--- config.mk ---
export PLATFORM = sky130hd
export DESIGN_NAME = serial_addsub_ctrl_flat
export DESIGN_NICKNAME = d
export VERILOG_FILES = /design/src/rtl/serial_addsub_ctrl_pkg.sv /design/src/rtl/serial_addsub_ctrl_if.sv /design/src/rtl/serial_addsub_ctrl_one_bit_adder.sv /design/src/rtl/serial_addsub_ctrl.sv /design/src/flat_wrapper.sv
export SDC_FILE = /design/constraint.sdc
export NUM_CORES = 1
export LEC_CHECK = 0
export CORE_MARGIN = 3
export CORE_UTILIZATION = 40
export DETAILED_ROUTE_END_ITERATION = 8
export GPL_ROUTABILITY_DRIVEN = 0
export MAX_ROUTING_LAYER = met4
export SYNTH_ARGS = -nofsm -noshare
export SYNTH_HDL_FRONTEND = slang
export SYNTH_SLANG_ARGS = --single-unit
--- constraint.sdc ---
create_clock -name clk -period 2.65 [get_ports clk]
set_input_delay 0.53 -clock clk [delete_from_list [all_inputs] [get_ports clk]]
set_output_delay 0.53 -clock clk [all_outputs]
set_load 0.005 [all_outputs]
--- src/rtl/serial_addsub_ctrl_pkg.sv ---
// ======================================================================
// serial_alu_pkg : shared FSM encoding and op codes for the serial ALU
// Rev 1.0
// ======================================================================
`default_nettype none

package serial_alu_pkg;

  localparam logic [1:0] S_IDLE  = 2'd0;
  localparam logic [1:0] S_SHIFT = 2'd1;
  localparam logic [1:0] S_DONE  = 2'd2;

  localparam logic OP_ADD = 1'b0;
  localparam logic OP_SUB = 1'b1;

  typedef enum logic [1:0] {
    ST_IDLE  = S_IDLE,
    ST_SHIFT = S_SHIFT,
    ST_DONE  = S_DONE
  } state_t;

endpackage

`default_nettype wire

--- src/rtl/serial_addsub_ctrl_if.sv ---
// ======================================================================
// serial_addsub_ctrl_if : operand/result bundle of the serial add/sub block
// Rev 1.0
// ======================================================================
`default_nettype none

interface serial_addsub_ctrl_if #(
  parameter int WIDTH = 8
);

  logic             start;
  logic             op;
  logic [WIDTH-1:0] a;
  logic [WIDTH-1:0] b;
  logic             busy;
  logic             done;
  logic [WIDTH-1:0] result;
  logic             cout;
  logic             overflow;

  modport master (
    output start, op, a, b,
    input  busy, done, result, cout, overflow
  );

  modport slave (
    input  start, op, a, b,
    output busy, done, result, cout, overflow
  );

endinterface

`default_nettype wire

--- src/rtl/serial_addsub_ctrl_one_bit_adder.sv ---
// ======================================================================
// one_bit_adder : full adder cell with optional B inversion for subtract
// Rev 1.0
// ======================================================================
`default_nettype none

module one_bit_adder
  import serial_alu_pkg::*;
(
  input  logic a,
  input  logic b,
  input  logic cin,
  input  logic op,
  output logic sum,
  output logic cout
);

  logic b_eff;

  assign b_eff = (op == OP_ADD) ? b : ~b;
  assign sum   = a ^ b_eff ^ cin;
  assign cout  = (a & b_eff) | (a & cin) | (b_eff & cin);

endmodule

`default_nettype wire

--- src/rtl/serial_addsub_ctrl.sv ---
// ======================================================================
// serial_addsub_ctrl : bit-serial a+b / a-b through one full-adder cell
// Rev 1.0
// ======================================================================
`default_nettype none

module serial_addsub_ctrl
  import serial_alu_pkg::*;
#(
  parameter int WIDTH = 8
) (
  input  logic                clk,
  input  logic                rst_n,
  serial_addsub_ctrl_if.slave bus
);

  localparam int CW = (WIDTH > 1) ? $clog2(WIDTH) : 1;
  localparam logic [CW-1:0] CNT_MSB_IN = CW'(WIDTH - 2);
  localparam logic [CW-1:0] CNT_LAST   = CW'(WIDTH - 1);

  state_t           state_q,  state_d;
  logic [WIDTH-1:0] a_sr_q,   a_sr_d;
  logic [WIDTH-1:0] b_sr_q,   b_sr_d;
  logic [WIDTH-1:0] res_sr_q, res_sr_d;
  logic [CW-1:0]    cnt_q,    cnt_d;
  logic             op_q,     op_d;
  logic             carry_q,  carry_d;
  logic             c_msb_q,  c_msb_d;
  logic             ovf_q,    ovf_d;

  logic             cell_sum;
  logic             cell_cout;

  one_bit_adder u_cell (
    .a    (a_sr_q[0]),
    .b    (b_sr_q[0]),
    .cin  (carry_q),
    .op   (op_q),
    .sum  (cell_sum),
    .cout (cell_cout)
  );

  always_ff @(posedge clk or negedge rst_n) begin
    if (!rst_n) begin
      state_q  <= ST_IDLE;
      a_sr_q   <= '0;
      b_sr_q   <= '0;
      res_sr_q <= '0;
      cnt_q    <= '0;
      op_q     <= 1'b0;
      carry_q  <= 1'b0;
      c_msb_q  <= 1'b0;
      ovf_q    <= 1'b0;
    end else begin
      state_q  <= state_d;
      a_sr_q   <= a_sr_d;
      b_sr_q   <= b_sr_d;
      res_sr_q <= res_sr_d;
      cnt_q    <= cnt_d;
      op_q     <= op_d;
      carry_q  <= carry_d;
      c_msb_q  <= c_msb_d;
      ovf_q    <= ovf_d;
    end
  end

  always_comb begin
    state_d  = state_q;
    a_sr_d   = a_sr_q;
    b_sr_d   = b_sr_q;
    res_sr_d = res_sr_q;
    cnt_d    = cnt_q;
    op_d     = op_q;
    carry_d  = carry_q;
    c_msb_d  = c_msb_q;
    ovf_d    = ovf_q;

    case (state_q)
      ST_IDLE, ST_DONE: begin
        if (bus.start) begin
          a_sr_d  = bus.a;
          b_sr_d  = bus.b;
          op_d    = bus.op;
          // Subtract seeds the carry with the +1 of two's complement.
          carry_d = (bus.op == OP_SUB);
          cnt_d   = '0;
          state_d = ST_SHIFT;
        end else begin
          state_d = ST_IDLE;
        end
      end

      ST_SHIFT: begin
        a_sr_d   = a_sr_q >> 1;
        b_sr_d   = b_sr_q >> 1;
        res_sr_d = {cell_sum, res_sr_q[WIDTH-1:1]};
        carry_d  = cell_cout;
        if (cnt_q == CNT_MSB_IN) begin
          c_msb_d = cell_cout;
        end
        if (cnt_q == CNT_LAST) begin
          // c_msb_q was captured on an earlier edge, so it is stable here.
          ovf_d   = c_msb_q ^ cell_cout;
          state_d = ST_DONE;
        end else begin
          cnt_d = cnt_q + CW'(1);
        end
      end

      default: state_d = ST_IDLE;
    endcase
  end

  assign bus.busy     = (state_q == ST_SHIFT);
  assign bus.done     = (state_q == ST_DONE);
  assign bus.result   = res_sr_q;
  assign bus.cout     = carry_q;
  assign bus.overflow = ovf_q;

endmodule

`default_nettype wire

--- src/flat_wrapper.sv ---
// flat-port wrapper written by rule: the top's interface ports become plain ports
module serial_addsub_ctrl_flat import serial_alu_pkg::*;
#(
  parameter int WIDTH = 8
)
  (clk, rst_n, bus_start, bus_op, bus_a, bus_b, bus_busy, bus_done, bus_result, bus_cout, bus_overflow);
  serial_addsub_ctrl_if #(.WIDTH(WIDTH)) bus_i ();
  input  logic clk;
  input  logic rst_n;
  input wire logic [$bits(bus_i.start)-1:0] bus_start;
  input wire logic [$bits(bus_i.op)-1:0] bus_op;
  input wire logic [$bits(bus_i.a)-1:0] bus_a;
  input wire logic [$bits(bus_i.b)-1:0] bus_b;
  output wire logic [$bits(bus_i.busy)-1:0] bus_busy;
  output wire logic [$bits(bus_i.done)-1:0] bus_done;
  output wire logic [$bits(bus_i.result)-1:0] bus_result;
  output wire logic [$bits(bus_i.cout)-1:0] bus_cout;
  output wire logic [$bits(bus_i.overflow)-1:0] bus_overflow;
  assign bus_i.start = bus_start;
  assign bus_i.op = bus_op;
  assign bus_i.a = bus_a;
  assign bus_i.b = bus_b;
  assign bus_busy = bus_i.busy;
  assign bus_done = bus_i.done;
  assign bus_result = bus_i.result;
  assign bus_cout = bus_i.cout;
  assign bus_overflow = bus_i.overflow;
  serial_addsub_ctrl #(.WIDTH(WIDTH)) u_core (.clk(clk), .rst_n(rst_n), .bus(bus_i));
endmodule
==> After elaboration in Yosys (flattened, before gate mapping) <==
Cells that the tools add are included.
{ "totals": {"regBits": 33, "inputBits": 20, "elab_cells": 47} }
{ "op_classes": {"n_addsub": 1, "n_eq_ne": 7, "n_mux": 13, "bitwise_logic": 9, "reduce_logical": 8} }
{ "op_table": {"columns": ["op", "count"], "rows": [
  ["$pmux 8 s2", 2],
  ["$mux 8", 2],
  ["$reduce_and 2->1", 4],
  ["$eq 3x3->1 const B", 2],
  ["$mux 3", 2],
  ["$pmux 3 s2", 1],
  ["$ne 2x2->1 const B", 2],
  ["$pmux 2 s2", 1],
  ["$add 3x1->3 const B", 1],
  ["$and 1x1->1", 3],
  ["$mux 1", 3],
  ["$reduce_and 3->1", 1],
  ["$xor 1x1->1", 3],
  ["$eq 2x1->1 const B", 1],
  ["$eq 2x2->1 const B", 1],
  ["$logic_not 2->1", 1],
  ["$mux 2", 1],
  ["$ne 2x1->1 const B", 1],
  ["$or 1x1->1", 2],
  ["$pmux 1 s2", 1],
  ["$reduce_bool 2->1", 1],
  ["$reduce_or 2->1", 1],
  ["$not 1->1", 1]
]} }

==> Logic depth before layout (Yosys ltp) <==
Gate-level depths: netlist of run 1.
{ "depth": {"depth_word": 6, "mapped_depth": 5, "mapped_depth_nobuf": 5} }

==> By module <==
A second synthesis of run 1 with hierarchy kept.
{ "unflattened": {"cells_unflattened": 133, "hier_area_um2": 1736.7} }
{ "modules_own_cells": {"columns": ["module", "instances", "cells_each", "area_each_um2", "seq_area_each_um2"], "rows": [
  ["serial_addsub_ctrl", 1, 127, 1692.9, 825.8],
  ["one_bit_adder", 1, 6, 43.8, 0.0]
]} }

==> Worst setup path before layout of run 1 <==
No wires, ideal clock.
{ "synth_timing": {"path_kind": "register to register", "start": "reg u_core.b_sr_q[0]", "end": "reg u_core.ovf_q, in the netlist u_core.bus.overflow", "arrival_time_ps": 1325, "setup_slack_ps": 1197, "path_stages_with_launch": 5, "path_cell_list": "dfrtp_1 -> xnor2_1 -> fa_1 -> xnor2_1 -> mux2_1"} }
{ "synth_between": {"elab_chain_cells": 6} }
{ "synth_rtl": {"columns": ["item", "line", "text"], "rows": [
  ["start: declaration", "serial_addsub_ctrl.sv:23", "logic [WIDTH-1:0] b_sr_q, b_sr_d;"],
  ["start signal: assignment", "serial_addsub_ctrl.sv:57", "b_sr_q <= b_sr_d;"],
  ["$not 1->1", "serial_addsub_ctrl_one_bit_adder.sv:20", "assign b_eff = (op == OP_ADD) ? b : ~b;"],
  ["$mux 1 *", "serial_addsub_ctrl_one_bit_adder.sv:20", null],
  ["$and 1x1->1", "serial_addsub_ctrl_one_bit_adder.sv:22", "assign cout = (a & b_eff) | (a & cin) | (b_eff & cin);"],
  ["$or 1x1->1", "serial_addsub_ctrl_one_bit_adder.sv:22", null],
  ["$or 1x1->1 *", "serial_addsub_ctrl_one_bit_adder.sv:22", null],
  ["$xor 1x1->1 *", "serial_addsub_ctrl.sv:103", "ovf_d = c_msb_q ^ cell_cout;"],
  ["end signal: assignment", "serial_addsub_ctrl.sv:63", "ovf_q <= ovf_d;"],
  ["end: declaration", "serial_addsub_ctrl.sv:29", "logic ovf_q, ovf_d;"]
]} }
Every way passes the cells marked *; elsewhere a longest branch is shown, timed or not.
A chain may end at the register's enable or synchronous reset.

==> Final worst setup path of run 1 <==
{ "layout_timing": {"start": "reg u_core.state_q[1]", "end": "out bus_done"} }
{ "layout_between": {"elab_chain_cells": 1} }
{ "layout_rtl": {"columns": ["item", "line", "text"], "rows": [
  ["start: declaration", "serial_addsub_ctrl.sv:21", "state_t state_q, state_d;"],
  ["start signal: assignment", "serial_addsub_ctrl.sv:55", "state_q <= state_d;"],
  ["$eq 2x2->1", "serial_addsub_ctrl.sv:115", "assign bus.done = (state_q == ST_DONE);"],
  ["end: declaration", "flat_wrapper.sv:15", "output wire logic [$bits(bus_i.done)-1:0] bus_done;"]
]} }
Every way passes these cells.

==> metrics.txt, run 1 <==
status finished, final reports clean; final non-filler cell total about 240; clk sinks 33; via count 1,265; clk root buf clkbuf_8; Design Power around 0.0023 W; cts hold-fix bufs 0; minimum hold slack 0.479 ns; DP HPWL between 2000 and 2500 microns; critical path's slowest cell clkdlybuf4s50_1; layout filler cell count between 300 and 400; FF+latch area about 830 sq um; Tmin final ~2.2 ns; core area ~3800 sq um; MaxCap Viol Count 0; power per cell area 1070 nW/um^2; commonest non-fill, non-tap cell in the layout dfrtp_1; First-pass DRT Iterations 4; RSZ-0062 raised after global routing false; CP startpoint kind register; H-Tree Level Count 2; Fin Setup TNS 0 ns; synthesized area per cell roughly 10 sq um; area of the multi-input gates roughly 760 sq um; Resized cells post-CTS 0; Initial Utilization 0.432; Die W ~70 microns; drt total wl 3220 microns; final hold vios 0; Setup Viol. Count Final 0; CTS tree built; FMAX 461 MHz; die area just under 5000 sq um; placed cells around 240; ANT cells 0; cell count after synthesis around 160; Slew headroom 0.725; Netlist Area Pre-Place between 1500 and 2000 sq um; Clock Path Buffers 2; Final nets roughly 220; GRT Total Usage 0.144; commonest cells after routing, fill and taps aside dfrtp_1 (33), clkdlybuf4s50_1 (31), nand2_1 (25), nor2b_1 (16); ratio of final minimum period to clock period 0.818; Crit path largest cell delay between 0.5 and 0.6 ns; delay-heaviest family, CP buffers and inverters; Yosys warning count 0; Max Clock Skew 0.00568 ns; first-pass GRT wire length roughly 5600 microns; CP arrival 1.64 ns; global route total overflow 0; Leak between 0.8 and 0.9 nW; syn_nets about 190; initial antenna violation count 0; post-synthesis sequential area ratio 0.500; Iter 0 DRT Violations 36; FP Rows 22; Worst VDD drop around 0.51 mV; # IOs 32; Buf/Inv on CP 2; routed len/inst around 13 microns; DRC 0; unique cell type count in the Yosys netlist 26; crit path max fanout 21; postcts setup bufs 0; Seq cells post-synth 33; layout cells sized above 1 0.0765; required time worst endpoint roughly 2.1 ns; worst skew pair latency ~0.28 ns; vias per cell 5.18; HP Class register to register; critical path type register to output pin; clk slew on worst S/H paths approximately 0.07 ns; area grow syn2layout 27.7%; Port Buffers 31; number of global-route vias before repair 1,261; Worst Setup End Kind output pin; die height approximately 70 microns; Slew @ Worst Pin around 0.4 ns; ANT nets after route 0; Critical Path, Cell by Cell buf_4 > nor2b_1 > clkdlybuf4s50_1; Slew Limit Fails 0; total CTS buffers 5; largest net degree at the start of global routing 40
## cell type report
class	instances	share of cell area
Tap cell	48	0.0285
Timing Repair Buffer	36	0.165
Clock buffer	7	0.0457
Sequential cell	33	0.391
Clock inverter	1	0.00237
Multi-Input combinational cell	115	0.360
Inverter	4	0.00712
## worst register-to-register path, stage by stage (launching register included)
cell and delay, ns:
dfrtp_1 0.41, xnor2_1 0.15, fa_1 0.43, xnor2_1 0.15, mux2_1 0.29
## routing by layer
layer  up-vias  part of all wire  track usage
met3         5             0.041       0.0345
met2        26              0.48        0.229
met1       605              0.46        0.177
met4         0             0.013       0.0574
li1        629                 -            -
met5         -                 0            -
## metrics by stage
stage,util,setup WS (ns),cell area (sq um)
after floorplan,-,1.20,1650
final,0.551,0.482,2110
after global routing,0.551,0.377,2110
after detailed placement,0.525,0.588,2010
after CTS,0.551,0.458,2110
after global placement,0.525,0.665,2010
## worst paths after layout
kind | start | to | slack [ns] | cells after the start
setup / recovery | u_core.state_q[1]$_DFFE_PN0P_ | bus_done | 0.48 | 3
hold / removal | u_core.bus.result[0]$_DFFE_PN0P_ | u_core.bus.result[0]$_DFFE_PN0P_ | 0.48 | 2
setup reg to reg | u_core.b_sr_q[0]$_DFFE_PN0P_ | u_core.bus.overflow$_DFFE_PN0P_ | 1.10 | 4
hold reg to reg | u_core.bus.result[0]$_DFFE_PN0P_ | u_core.bus.result[0]$_DFFE_PN0P_ | 0.48 | 2
max in group asynchronous | rst_n | u_core.b_sr_q[7]$_DFFE_PN0P_ | 1.69 | 2
min in group asynchronous | rst_n | u_core.bus.result[5]$_DFFE_PN0P_ | 0.64 | 2
## cells by family after synthesis
family,Yosys count,synth area share
buffers and inverters,15,0.0401
xor gates and xnor gates,3,0.0159
and+or+nand+nor,50,0.145
adders and majority gates,4,0.0349
AOI/OAI and AO/OA,41,0.159
muxes,17,0.105
DFF,33,0.500
## power by group
part	switching, W	internal [W]
sequential	0.000165	0.000739
combinational	0.000445	0.000505
clock	0.000177	0.000235
total	0.000788	0.00148
## sequential cells by signal (all words and copies together) (netlist names)
register and flops:
u_core.bus.overflow 1, u_core.cnt_q 3, u_core.c_msb_q 1, u_core.state_q 2, u_core.bus.cout 1, u_core.a_sr_q 8
u_core.bus.result 8, u_core.b_sr_q 8, u_core.op_q 1
## synthesized netlist by cell type
library cell / number / share of area
nor2_1: 3 / 0.0068
a22o_1: 2 / 0.011
dfrtp_1: 33 / 0.50
mux2_1: 1 / 0.0068
a21oi_1: 15 / 0.045
nor3b_1: 1 / 0.0045
nand3_1: 3 / 0.0091
o211ai_1: 1 / 0.0045
o21ai_0: 5 / 0.015
xnor2_1: 3 / 0.016
nand2_1: 25 / 0.057
clkbuf_1: 3 / 0.0068
a221o_1: 1 / 0.0061
a211oi_1: 14 / 0.064
inv_2: 1 / 0.0023
nand2b_1: 1 / 0.0038
mux2i_1: 15 / 0.091
o31ai_1: 2 / 0.0091
a21o_1: 1 / 0.0045
and2_1: 1 / 0.0038
mux2_2: 1 / 0.0068
ha_1: 3 / 0.023
fa_1: 1 / 0.012
inv_1: 3 / 0.0068
buf_2: 8 / 0.024
nor2b_1: 16 / 0.061
Power figures use the tool's default switching activity.
==> inputs of run 2 (changes only) <==
==> constraint.sdc (replaced) <==
create_clock -name clk -period 2 [get_ports clk]
set_input_delay 0.4 -clock clk [delete_from_list [all_inputs] [get_ports clk]]
set_output_delay 0.4 -clock clk [all_outputs]
set_load 0.005 [all_outputs]
==> metrics.txt, run 2 (synthesis gave the netlist of run 1 again) <==
initial antenna violation count 0; Net Sw Frac 0.353; routed length on met1 approximately 1500 microns; crit path max fanout 11; via count 1,298; ratio of final minimum period to clock period 0.960; vias per cell roughly 5.3; Clock Path Buffers 2; commonest non-fill, non-tap cell in the layout dfrtp_1; Iter 0 DRT Violations 46; Slew Limit Fails 0; R2R Path Start u_core.b_sr_q[0]$_DFFE_PN0P_; met2 routed WL 1570 microns; critical path's slowest cell clkdlybuf4s50_1; P_int between 0.0015 and 0.002 W; die height roughly 70 microns; Max Clock Skew about 0.0034 ns; worst skew pair latency 0.27 ns; ANT nets after route 0; DRC 0; Combinational Power Share 0.434; die area 4940 sq um; number of global-route vias before repair between 1,000 and 1,500; status finished, final reports clean; Final nets about 220; FP Rows 22; core area between 3000 and 4000 sq um; HP Start u_core.bus.result[0]$_DFFE_PN0P_; Fin Setup TNS 0 ns; global route total overflow 0; number of cells on the worst reg-to-reg path 4; switching power of the nets around 0.0010 W; clk root buf clkbuf_8; Flop pwr share 0.410; Critical Path, Cell by Cell nand2b_1 > inv_4 > clkdlybuf4s50_1; DP HPWL between 2000 and 2500 microns; first-pass GRT wire length ~5600 microns; clk sinks 33; CP arrival 1.52 ns; clk slew on worst S/H paths about 0.06 ns; FMAX approximately 520 MHz; final hold vios 0; Clock power frac 0.156; Slew headroom 0.723; RSZ-0062 raised after global routing false; Tmin final 1.92 ns; Leak about 0.88 nW; Highest Signal Layer met4; power per cell area 1390 nW/um^2; CTS tree built; Setup Viol. Count Final 0; detailed route wirelength on metal3 around 150 microns; critical path startpoint u_core.state_q[1]$_DFFE_PN0P_; Initial Utilization 0.432; MaxCap Viol Count 0; Slew @ Worst Pin ~0.42 ns; Resized cells post-CTS 0; cts hold-fix bufs 0; First-pass DRT Iterations 4; Worst Setup End Kind output pin; reg2reg end u_core.bus.overflow$_DFFE_PN0P_; total CTS buffers 5; layout cells sized above 1 0.0707; area grow syn2layout 27.5%; Critical Path Sink bus_busy; largest net degree at the start of global routing 40; ANT cells 0; minimum hold slack around 0.48 ns; H-Tree Level Count 2; critical path type register to output pin; Die W about 70 microns; Worst VDD drop 0.584 mV; setup slack, reg-to-reg approximately 0.46 ns; HP Class register to register; GRT Total Usage 0.145; Crit path largest cell delay 0.52 ns; required time worst endpoint around 1.6 ns; drt total wl between 3000 and 4000 microns; CP startpoint kind register; routed len/inst ~13 microns; postcts setup bufs 0; commonest cells after routing, fill and taps aside dfrtp_1 (33), clkdlybuf4s50_1 (31), nand2_1 (25), nor2b_1 (16); Port Buffers 31; # IOs 32
## run 2: worst min-delay path by stage
stage | to | slack, ns | cells past startpoint
2_1_floorplan | u_core.a_sr_q[0]$_DFFE_PN0P_ | 0.10 | 0
5_1_grt | u_core.bus.overflow$_DFFE_PN0P_ | 0.53 | 1
3_3_place_gp | u_core.bus.result[0]$_DFFE_PN0P_ | 0.46 | 2
6_report | u_core.bus.result[0]$_DFFE_PN0P_ | 0.48 | 2
3_5_place_dp | u_core.bus.result[0]$_DFFE_PN0P_ | 0.47 | 2
4_1_cts | u_core.bus.result[0]$_DFFE_PN0P_ | 0.48 | 2
## run 2: critical path, delay by kind of cell, from the launching register on
family | cells | cell delay (ns)
buffers and inverters | 2 | 0.66
flip-flops | 1 | 0.40
AND/OR/NAND/NOR | 1 | 0.20
## run 2: final cells by class
| type | count | area [sq um] |
|---|---|---|
| fillers | 335 | 1720 |
| flip-flops and latches | 33 | 826 |
| well taps | 48 | 60.1 |
| multi-input cells | 115 | 759 |
| inverters | 4 | 17.5 |
| repair buffers | 38 | 363 |
| clock buffers | 8 | 80.1 |
## run 2: power groups by stage
stage / Combinational [W] / Sequential, W / Clock, W
after floorplan: 0.000858 / 0.00117 / 0
after global placement: 0.00122 / 0.00119 / 0
after detailed placement: 0.00128 / 0.00121 / 0
after CTS: 0.00128 / 0.00120 / 0.000481
after global routing: 0.00143 / 0.00124 / 0.000513
final: 0.00127 / 0.00120 / 0.000458
## run 2: routing by layer
layer	vias to the layer above	global-route usage
met1	630	0.188
met3	4	0.0374
met2	29	0.213
li1	635	-
met4	0	0.0638
met5	-	-
## run 2: stage by stage
stage                     total power, W  cells   util  cell area [sq um]  setup slack, ns
after floorplan                  0.00202    163      -               1650            0.547
after global placement           0.00241    238  0.529               2020            0.212
after detailed placement         0.00249    238  0.529               2020            0.159
after CTS                        0.00297    246  0.550               2100           0.0240
after global routing             0.00319    246  0.550               2110          0.00761
final                            0.00293    246  0.550               2110           0.0800
